`src/rtl/d_unit.sv`:
```
// Decode stage of a five-stage MIPS-subset pipeline: instruction decode,
// 32x32 register file with write-through, M-stage forwarding, Tuse/Tnew
// hazard detection, branch/jump resolution and the D/E pipeline register.
module d_unit (
  input  logic        Clk,
  input  logic        Reset,
  input  logic [31:0] IRD,
  input  logic [31:0] PC4D,
  input  logic        RegWriteW,
  input  logic [4:0]  A3W,
  input  logic [31:0] WDW,
  input  logic [4:0]  WriteRegE,
  input  logic [1:0]  TnewE,
  input  logic [4:0]  WriteRegM,
  input  logic [1:0]  TnewM,
  input  logic [31:0] FwdDataM,
  output logic [31:0] NPC,
  output logic [2:0]  PCsrc,
  output logic        Branch,
  output logic [31:0] RS_D_OUT,
  output logic [31:0] RT_D_OUT,
  output logic        PauseF,
  output logic        PauseD,
  output logic [31:0] IRE,
  output logic [31:0] PC4E,
  output logic [31:0] RSE,
  output logic [31:0] RTE,
  output logic [31:0] EXTE
);

  localparam logic [5:0] OP_RTYPE = 6'h00;
  localparam logic [5:0] OP_J     = 6'h02;
  localparam logic [5:0] OP_JAL   = 6'h03;
  localparam logic [5:0] OP_BEQ   = 6'h04;
  localparam logic [5:0] OP_ORI   = 6'h0D;
  localparam logic [5:0] OP_LUI   = 6'h0F;
  localparam logic [5:0] OP_LW    = 6'h23;
  localparam logic [5:0] OP_SW    = 6'h2B;
  localparam logic [5:0] FN_JR    = 6'h08;
  localparam logic [5:0] FN_ADDU  = 6'h21;
  localparam logic [5:0] FN_SUBU  = 6'h23;

  localparam logic [2:0] SRC_PC4 = 3'd0;
  localparam logic [2:0] SRC_BR  = 3'd1;
  localparam logic [2:0] SRC_J   = 3'd2;
  localparam logic [2:0] SRC_JR  = 3'd3;

  // A used operand stalls when a producer in E or M still needs more cycles
  // than this instruction can wait before consuming the value.
  function automatic logic hazard(input logic       used,
                                  input logic [4:0] src,
                                  input logic [1:0] tuse,
                                  input logic [4:0] wr_e,
                                  input logic [1:0] tnew_e,
                                  input logic [4:0] wr_m,
                                  input logic [1:0] tnew_m);
    logic hit;
    hit = 1'b0;
    if (used && (src != 5'd0)) begin
      if ((src == wr_e) && (tnew_e > tuse)) hit = 1'b1;
      if ((src == wr_m) && (tnew_m > tuse)) hit = 1'b1;
    end
    return hit;
  endfunction

  logic [5:0]  op;
  logic [5:0]  funct;
  logic [4:0]  rs;
  logic [4:0]  rt;
  logic [15:0] imm;
  logic        is_rtype;
  logic        is_addu, is_subu, is_jr, is_ori, is_lui, is_lw, is_sw;
  logic        is_beq, is_j, is_jal;
  logic        use_rs, use_rt;
  logic [1:0]  tuse_rs, tuse_rt;
  logic        stall;
  logic [31:0] rf_q [32];
  logic [31:0] rs_rf, rt_rf;
  logic signed [31:0] imm_sx;
  logic [31:0] ext;
  logic [31:0] br_tgt;
  logic [31:0] j_tgt;
  logic [31:0] ire_d, pc4e_d, rse_d, rte_d, exte_d;
  logic [31:0] ire_q, pc4e_q, rse_q, rte_q, exte_q;

  // Field extraction and opcode decode; unknown encodings decode to nothing.
  always_comb begin
    op       = IRD[31:26];
    rs       = IRD[25:21];
    rt       = IRD[20:16];
    imm      = IRD[15:0];
    funct    = IRD[5:0];
    is_rtype = (op == OP_RTYPE) && (IRD[10:6] == 5'd0);
    is_addu  = is_rtype && (funct == FN_ADDU);
    is_subu  = is_rtype && (funct == FN_SUBU);
    is_jr    = is_rtype && (funct == FN_JR);
    is_ori   = (op == OP_ORI);
    is_lui   = (op == OP_LUI);
    is_lw    = (op == OP_LW);
    is_sw    = (op == OP_SW);
    is_beq   = (op == OP_BEQ);
    is_j     = (op == OP_J);
    is_jal   = (op == OP_JAL);
  end

  // Operand usage and how many cycles each operand can wait (Tuse).
  always_comb begin
    use_rs  = 1'b0;
    use_rt  = 1'b0;
    tuse_rs = 2'd0;
    tuse_rt = 2'd0;
    if (is_beq) begin
      use_rs = 1'b1;
      use_rt = 1'b1;
    end else if (is_jr) begin
      use_rs = 1'b1;
    end else if (is_addu || is_subu) begin
      use_rs  = 1'b1;
      use_rt  = 1'b1;
      tuse_rs = 2'd1;
      tuse_rt = 2'd1;
    end else if (is_ori || is_lw) begin
      use_rs  = 1'b1;
      tuse_rs = 2'd1;
    end else if (is_sw) begin
      use_rs  = 1'b1;
      use_rt  = 1'b1;
      tuse_rs = 2'd1;
      tuse_rt = 2'd2;
    end
  end

  // Register-file read with same-cycle write-through, then M-stage forwarding.
  always_comb begin
    rs_rf = 32'd0;
    rt_rf = 32'd0;
    if (rs != 5'd0) rs_rf = (RegWriteW && (A3W == rs)) ? WDW : rf_q[rs];
    if (rt != 5'd0) rt_rf = (RegWriteW && (A3W == rt)) ? WDW : rf_q[rt];
    RS_D_OUT = ((rs != 5'd0) && (rs == WriteRegM) && (TnewM == 2'd0)) ? FwdDataM : rs_rf;
    RT_D_OUT = ((rt != 5'd0) && (rt == WriteRegM) && (TnewM == 2'd0)) ? FwdDataM : rt_rf;
  end

  // Stall request, shared by the fetch and decode sides.
  always_comb begin
    stall  = hazard(use_rs, rs, tuse_rs, WriteRegE, TnewE, WriteRegM, TnewM) ||
             hazard(use_rt, rt, tuse_rt, WriteRegE, TnewE, WriteRegM, TnewM);
    PauseF = stall;
    PauseD = stall;
  end

  // Immediate extension and branch/jump target arithmetic.
  always_comb begin
    imm_sx = {{16{imm[15]}}, imm};
    ext    = 32'd0;
    if (is_ori) ext = {16'd0, imm};
    else if (is_lui) ext = {imm, 16'd0};
    else if (is_lw || is_sw || is_beq) ext = imm_sx;
    br_tgt = PC4D + {imm_sx[29:0], 2'b00};
    j_tgt  = {PC4D[31:28], IRD[25:0], 2'b00};
  end

  // Next-PC selection; a stalled instruction redirects nothing.
  always_comb begin
    NPC    = 32'd0;
    PCsrc  = SRC_PC4;
    Branch = 1'b0;
    if (!stall) begin
      if (is_beq) begin
        NPC    = br_tgt;
        PCsrc  = SRC_BR;
        Branch = (RS_D_OUT == RT_D_OUT);
      end else if (is_j || is_jal) begin
        NPC   = j_tgt;
        PCsrc = SRC_J;
      end else if (is_jr) begin
        NPC   = RS_D_OUT;
        PCsrc = SRC_JR;
      end
    end
  end

  // D/E next state: pass the decoded instruction or insert a bubble.
  always_comb begin
    ire_d  = stall ? 32'd0 : IRD;
    pc4e_d = stall ? 32'd0 : PC4D;
    rse_d  = stall ? 32'd0 : RS_D_OUT;
    rte_d  = stall ? 32'd0 : RT_D_OUT;
    exte_d = stall ? 32'd0 : ext;
  end

  // Register file: reset clears every entry and wins over write-back.
  always_ff @(posedge Clk) begin
    if (Reset) begin
      for (int i = 0; i < 32; i++) rf_q[i] <= 32'd0;
    end else if (RegWriteW && (A3W != 5'd0)) begin
      rf_q[A3W] <= WDW;
    end
  end

  // ---- D/E pipeline register boundary ----
  always_ff @(posedge Clk) begin
    if (Reset) begin
      ire_q  <= 32'd0;
      pc4e_q <= 32'd0;
      rse_q  <= 32'd0;
      rte_q  <= 32'd0;
      exte_q <= 32'd0;
    end else begin
      ire_q  <= ire_d;
      pc4e_q <= pc4e_d;
      rse_q  <= rse_d;
      rte_q  <= rte_d;
      exte_q <= exte_d;
    end
  end

  assign IRE  = ire_q;
  assign PC4E = pc4e_q;
  assign RSE  = rse_q;
  assign RTE  = rte_q;
  assign EXTE = exte_q;

endmodule

```
`config.mk`:
```
export PLATFORM = sky130hd
export DESIGN_NAME = d_unit
export DESIGN_NICKNAME = d
export VERILOG_FILES = /design/src/rtl/d_unit.sv
export SDC_FILE = /design/constraint.sdc
export NUM_CORES = 2
export LEC_CHECK = 0
export ABC_AREA = 0
export CORE_MARGIN = 1.5
export CORE_UTILIZATION = 30
export DETAILED_ROUTE_END_ITERATION = 10
export GPL_ROUTABILITY_DRIVEN = 0
export PLACE_DENSITY = 0.53
export SLEW_MARGIN = 10
export SYNTH_ARGS = -nofsm -noshare
export SYNTH_HDL_FRONTEND = slang
export SYNTH_SLANG_ARGS = --single-unit
```
`constraint.sdc`:
```
create_clock -name Clk -period 10.6 [get_ports Clk]
set_input_delay 1.06 -clock Clk [delete_from_list [all_inputs] [get_ports Clk]]
set_output_delay 1.06 -clock Clk [all_outputs]
set_load 0.05 [all_outputs]
```
# Word-level counts from Yosys, hierarchy flattened
# Memories as Yosys holds them, arrays and structs flattened.
# Index checks and enable logic that the tools add are counted.
[word_totals]
ramBits = 1024
out_inout_bits = 262
latch_bits = 0
romBits = 0
memories = 1
wordCells = 113
regBits = 160
inputBits = 150
[mem_list]
columns = ["name", "depth", "word_bits", "rd", "rd_ports_with_merged_regs", "write_ports", "line_no", "rtl"]
rows = [
  ["rf_q", 32, 32, 2, 0, 32, "77", "logic [31:0] rf_q [32];"],
]
[op_classes]
n_mul = 0
n_shift = 0
n_div = 0
n_eq_ne = 17
bitwise = 0
reduce_logical = 32
muxes = 52
magnitude_cmp = 4
n_addsub = 1
[op_table]
columns = ["op", "n"]
rows = [
  ["32-bit two-way mux", 13],
  ["32-bit adder", 1],
  ["32-bit == test", 1],
  ["32-bit OR reduction", 1],
  ["5-bit == test", 6],
  ["1-bit two-way mux", 28],
  ["6-bit == test (second input constant)", 4],
  ["6-bit by 4-bit == test with 1-bit output (second input constant)", 3],
  ["2-bit two-way mux", 9],
  ["1-bit logical AND", 17],
  ["16-bit two-way mux", 1],
  ["5-bit nonzero test", 3],
  ["6-bit by 2-bit == test with 1-bit output (second input constant)", 2],
  ["2-bit > comparator", 4],
  ["6-bit by 3-bit == test with 1-bit output (second input constant)", 1],
  ["6-bit logical NOT", 1],
  ["1-bit logical OR", 6],
  ["5-bit logical NOT", 1],
  ["5-bit two-way mux", 1],
  ["3-bit OR reduction", 1],
  ["2-bit logical NOT", 1],
  ["2-bit OR reduction", 1],
]

# Depth between registers and ports, before layout
[depth]
ltp_word = 14
ltp_mapped = 16
depth_no_buf = 14

# Worst setup path after synthesis
# No wires, ideal clock.
[synth_timing]
path_type = "input -> output"
startpoint = "input port IRD[21]"
endpoint = "output port Branch"
path_buffers = 5
path_stages = 14
required_ns = 9.540
t_arrival_ns = 6.125
path_slack_ns = 3.415
cell_sequence = "buf_6 > buf_4 > buf_2 > buf_4 > buf_2 > mux2i_1 > o211ai_1 > nor3_1 > o31ai_1 > xnor2_1 > nand2_1 > nor4_1 > nand4_1 > nor4_1"
[synth_between]
elab_chain_len = 8
elab_cells_between_ends = 21
[synth_rtl]
columns = ["item", "line_no", "rtl"]
rows = [
  ["from (decl)", "7", "input logic [31:0] IRD,"],
  ["parallel branches: the longest is 4 deep, another holds memory read 32 x 32 bit", "-", ""],
  ["32-bit two-way mux (*)", "139", "RS_D_OUT = ((rs != 5'd0) && (rs == WriteRegM) && (TnewM == 2'd0)) ? FwdDataM : rs_rf;"],
  ["via RS_D_OUT[1]", "20", "output logic [31:0] RS_D_OUT,"],
  ["32-bit == test (*)", "171", "Branch = (RS_D_OUT == RT_D_OUT);"],
  ["1-bit two-way mux (*)", "168", "if (is_beq) begin"],
  ["1-bit two-way mux (*)", "167", "if (!stall) begin"],
  ["to (decl)", "19", "output logic Branch,"],
]
# Mark *: on every way through the listed nets, which the timed path passes.

# Final worst setup path
[layout_timing]
startpoint = "input port IRD[20]"
endpoint = "output port Branch"
[layout_between]
elab_chain_len = 8
elab_cells_between_ends = 21
[layout_rtl]
columns = ["item", "line_no"]
rows = [
  ["parallel branches: the longest is 7 deep, another holds memory read 32 x 32 bit", "-"],
  ["1-bit two-way mux (*)", "167"],
]
# Mark *: on every way between the ends.

==> flow_summary.ini <==
[outcome]
outcome = complete, no violations

[floorplan]
initial_core_util_pct = 30.29
die-area_sq_um = 212500
die_x_um = 460.9
coreArea_sq_um = 207700
row_count = 167
pin_count = 412
die_y_um = 460.9

[job]
cap_viol_max_count = 0

[global_route]
antenna_found_initial = 43
grt_pass1_wl_um = 388800
grt_max_degree = 88
grt_overflow = 0
grt_use_total_pct = 27.00
grt_pass1_vias = 44970

[power]
seqPwrFrac_pct = 43.0
power.internal_uw = 8890
p_leak_uw = 0.02610
clkPwrFrac_pct = 39.0
p_sw_share_pct = 29.88
p_per_area_nw_per_um2 = 169.2
power.share.combinational_pct = 18.1
ir_drop_mv = 0.1835
switchingPower_uw = 3787

[min_path]
hold_class = in -> reg

[logic_synthesis]
netlist_top_cells_count = 1,061 x and2_1, 1,024 x edfxtp_1, 452 x mux4_2
synthArstFlopShare_pct = 0
yosys_register_bits = 1184
yosys-top-cells-area = edfxtp_1 49%, mux4_2 16%, and2_1 11%
ys_seq_area_share_pct = 53.97
synth_most_common_cell = and2_1
ys.flop_type = edfxtp_1
ys.warnings.count = 0
syn-cell-area_sq_um = 62910
synth_cell_type_count = 78
yosys.area.top_type = edfxtp_1
netlist_instances = 4643
synth_top_area_share_pct = 48.88
synth_edf_count = 1024
avgSynthCellArea_sq_um = 13.55

[critical_path]
crit_top_cell = buf_4
cp-end-kind = output port
crit_buf_inv = 4
cp_max_fo = 22
cp.arrival_ns = 7.14
cpLargestDelayFamily = simple AND/OR/NAND/NOR gates
critical_path_class = in -> out
cp.required_ns = 9.54
critPathMaxStageDelay_ns = 1.02
slowest_stage = nand3_1
critPathLaunchType = primary input
worstPathCellList = buf_2 -> buf_4 -> xor2_1 -> nor4_1 -> nand3_1 -> o21a_1 -> a22oi_1 -> xor2_1 -> nand4_1 -> nor4_1 -> nand4_1 -> nor4_4 -> buf_4 -> buf_4

[drt]
drc = 0
antenna_left = 0
wirelength_um = 293400
drt_iter0_drc = 7253
first_pass_iters = 8
wl_per_cell_um = 37.33
routed_via_density = 5.845
num_vias = 45930

[clock_network]
numCtsBuffers = 137
ctsHtreeMaxLevel = 4
cts-root-buf = clkbuf_16
holdBufCountCts = 0
clockBufferDepth = 3
cts_tree = done
cts_resized = 0
insertion_delay_ns = 0.84
clk_pin_slew_ns = 0.06
cts.sinks = 1184
cts_setup_buffers = 0

[finish]
fin_nets = 5136
stdcell_area_sq_um = 74940
drive_above_1_share_pct = 18.68
synthToLayoutAreaGrowth_pct = 19.12

[timing]
fin_crit_sh_pct = 77.40
max_freq_mhz = 121.9
tightest_slew_ns = 1.366
slew_headroom_pct = 8.758
holdWs_ns = 0.7395
grt_setup_unrepaired = false
finalMaxSlewViolations = 0
hold_viol = 0
fin_crit_ns = 8.204
clock_skew_ns = 0.05968
fin_setup_tns_ns = 0
setup_viol = 0

[placed_design]
dpl_cell_area_sq_um = 70330
hpwl_um = 183100
numPortBuffers = 410
[final timing paths]
path                    from  endpoint  slack, ns  depth (start not counted)
setup / recovery     IRD[20]    Branch       2.40                         14
hold / removal       IRD[21]   IRE[21]       0.74                          2
setup reg to reg  rf_q[9][3]    RSE[3]       7.17                          6
hold reg to reg   rf_q[4][5]    RTE[5]       1.12                          6
[stage by stage]
step | power, uW | instances | utilization (%) | setup WS (ns)
3_5_place_dp | 7784 | 7601 | 33.86 | 2.702
2_1_floorplan | 6748 | 4675 | - | 3.415
4_1_cts | 12670 | 7841 | 36.06 | 2.670
6_report | 12680 | 7858 | 36.08 | 2.396
5_1_grt | 12920 | 7848 | 36.07 | 2.473
3_3_place_gp | 7771 | 7600 | 33.85 | 2.177
[logic make-up (layout without fill, tap and decap cells)]
family / count (synthesis) / after routing / share of synthesized area, %
AND/OR/NAND/NOR: 1631 / 1631 / 15.00
adder cells (fa/ha/maj): 34 / 34 / 0.6882
flip-flops: 1184 / 1184 / 53.97
XOR/XNOR: 88 / 88 / 1.225
multiplexers: 637 / 637 / 19.15
other: 1 / 50 / 0.005961
AO/OA/AOI/OAI: 581 / 581 / 6.458
buffers and inverters: 487 / 865 / 3.502
[cell type report]
class | instances | area [sq um]
multi-input combinational | 3004 | 27250
clock inverter | 73 | 945.9
timing repair buffer | 583 | 5485
tap | 2788 | 3488
inverter | 42 | 157.7
fill | 20030 | 132800
clock buffer | 167 | 3613
antenna | 17 | 42.54
sequential | 1184 | 33950
[power groups by stage]
| stage | sequential [uW] | combinational, uW | clock (uW) |
|---|---|---|---|
| finish | 5450 | 2290 | 4940 |
| global route | 5470 | 2320 | 5130 |
| CTS | 5440 | 2250 | 4980 |
| detailed placement | 5540 | 2250 | 0 |
| global placement | 5520 | 2250 | 0 |
| floorplan | 5640 | 1110 | 0 |
[metal layers]
| metal | routed length (um) | up-vias | global-route usage (%) |
|---|---|---|---|
| li1 | - | 18160 | - |
| met1 | 103100 | 23690 | 31.40 |
| met2 | 135600 | 3263 | 43.27 |
| met3 | 30820 | 800 | 6.802 |
| met4 | 23800 | 12 | 19.63 |
| met5 | 80 | - | 0 |
[layout by cell type (no fill, tap or decap), types with 15 or more instances in the layout]
| cell type | n |
|---|---|
| xnor2_1 | 49 |
| mux2i_1 | 174 |
| mux4_2 | 452 |
| diode_2 | 17 |
| a222oi_1 | 28 |
| nor2b_1 | 47 |
| a22oi_1 | 149 |
| clkbuf_16 | 138 |
| a32oi_1 | 15 |
| dfxtp_1 | 160 |
| nand4_1 | 16 |
| ha_1 | 33 |
| a221oi_1 | 34 |
| nor2_4 | 32 |
| o22ai_1 | 20 |
| xor2_1 | 39 |
| clkinv_2 | 18 |
| or2_4 | 27 |
| nor2_1 | 138 |
| nand3_1 | 45 |
| and2_1 | 1060 |
| a21oi_1 | 122 |
| nand2_1 | 128 |
| clkbuf_1 | 22 |
| o21ai_0 | 71 |
| inv_1 | 36 |
| buf_4 | 168 |
| and3_1 | 31 |
| conb_1 | 33 |
| clkdlybuf4s50_1 | 397 |
| or3_1 | 20 |
| edfxtp_1 | 1024 |
| clkinv_1 | 19 |
| nor3_1 | 17 |
[flip-flops by register name, summed over array words and instances (netlist names)]
| signal | count |
|---|---|
| rf_q | 1024 |
| EXTE | 32 |
| IRE | 32 |
| PC4E | 32 |
| RSE | 32 |
| RTE | 32 |
[worst reg2reg max path, cell delays in order, from the launching register on]
cell and delay (ns):
edfxtp_1 0.39, mux4_2 0.48, mux2i_1 0.27, o22a_1 0.31
o2111ai_1 0.41, a222oi_1 1.16, nor2_1 0.22
No activity file was read; power rests on OpenSTA's default activity.
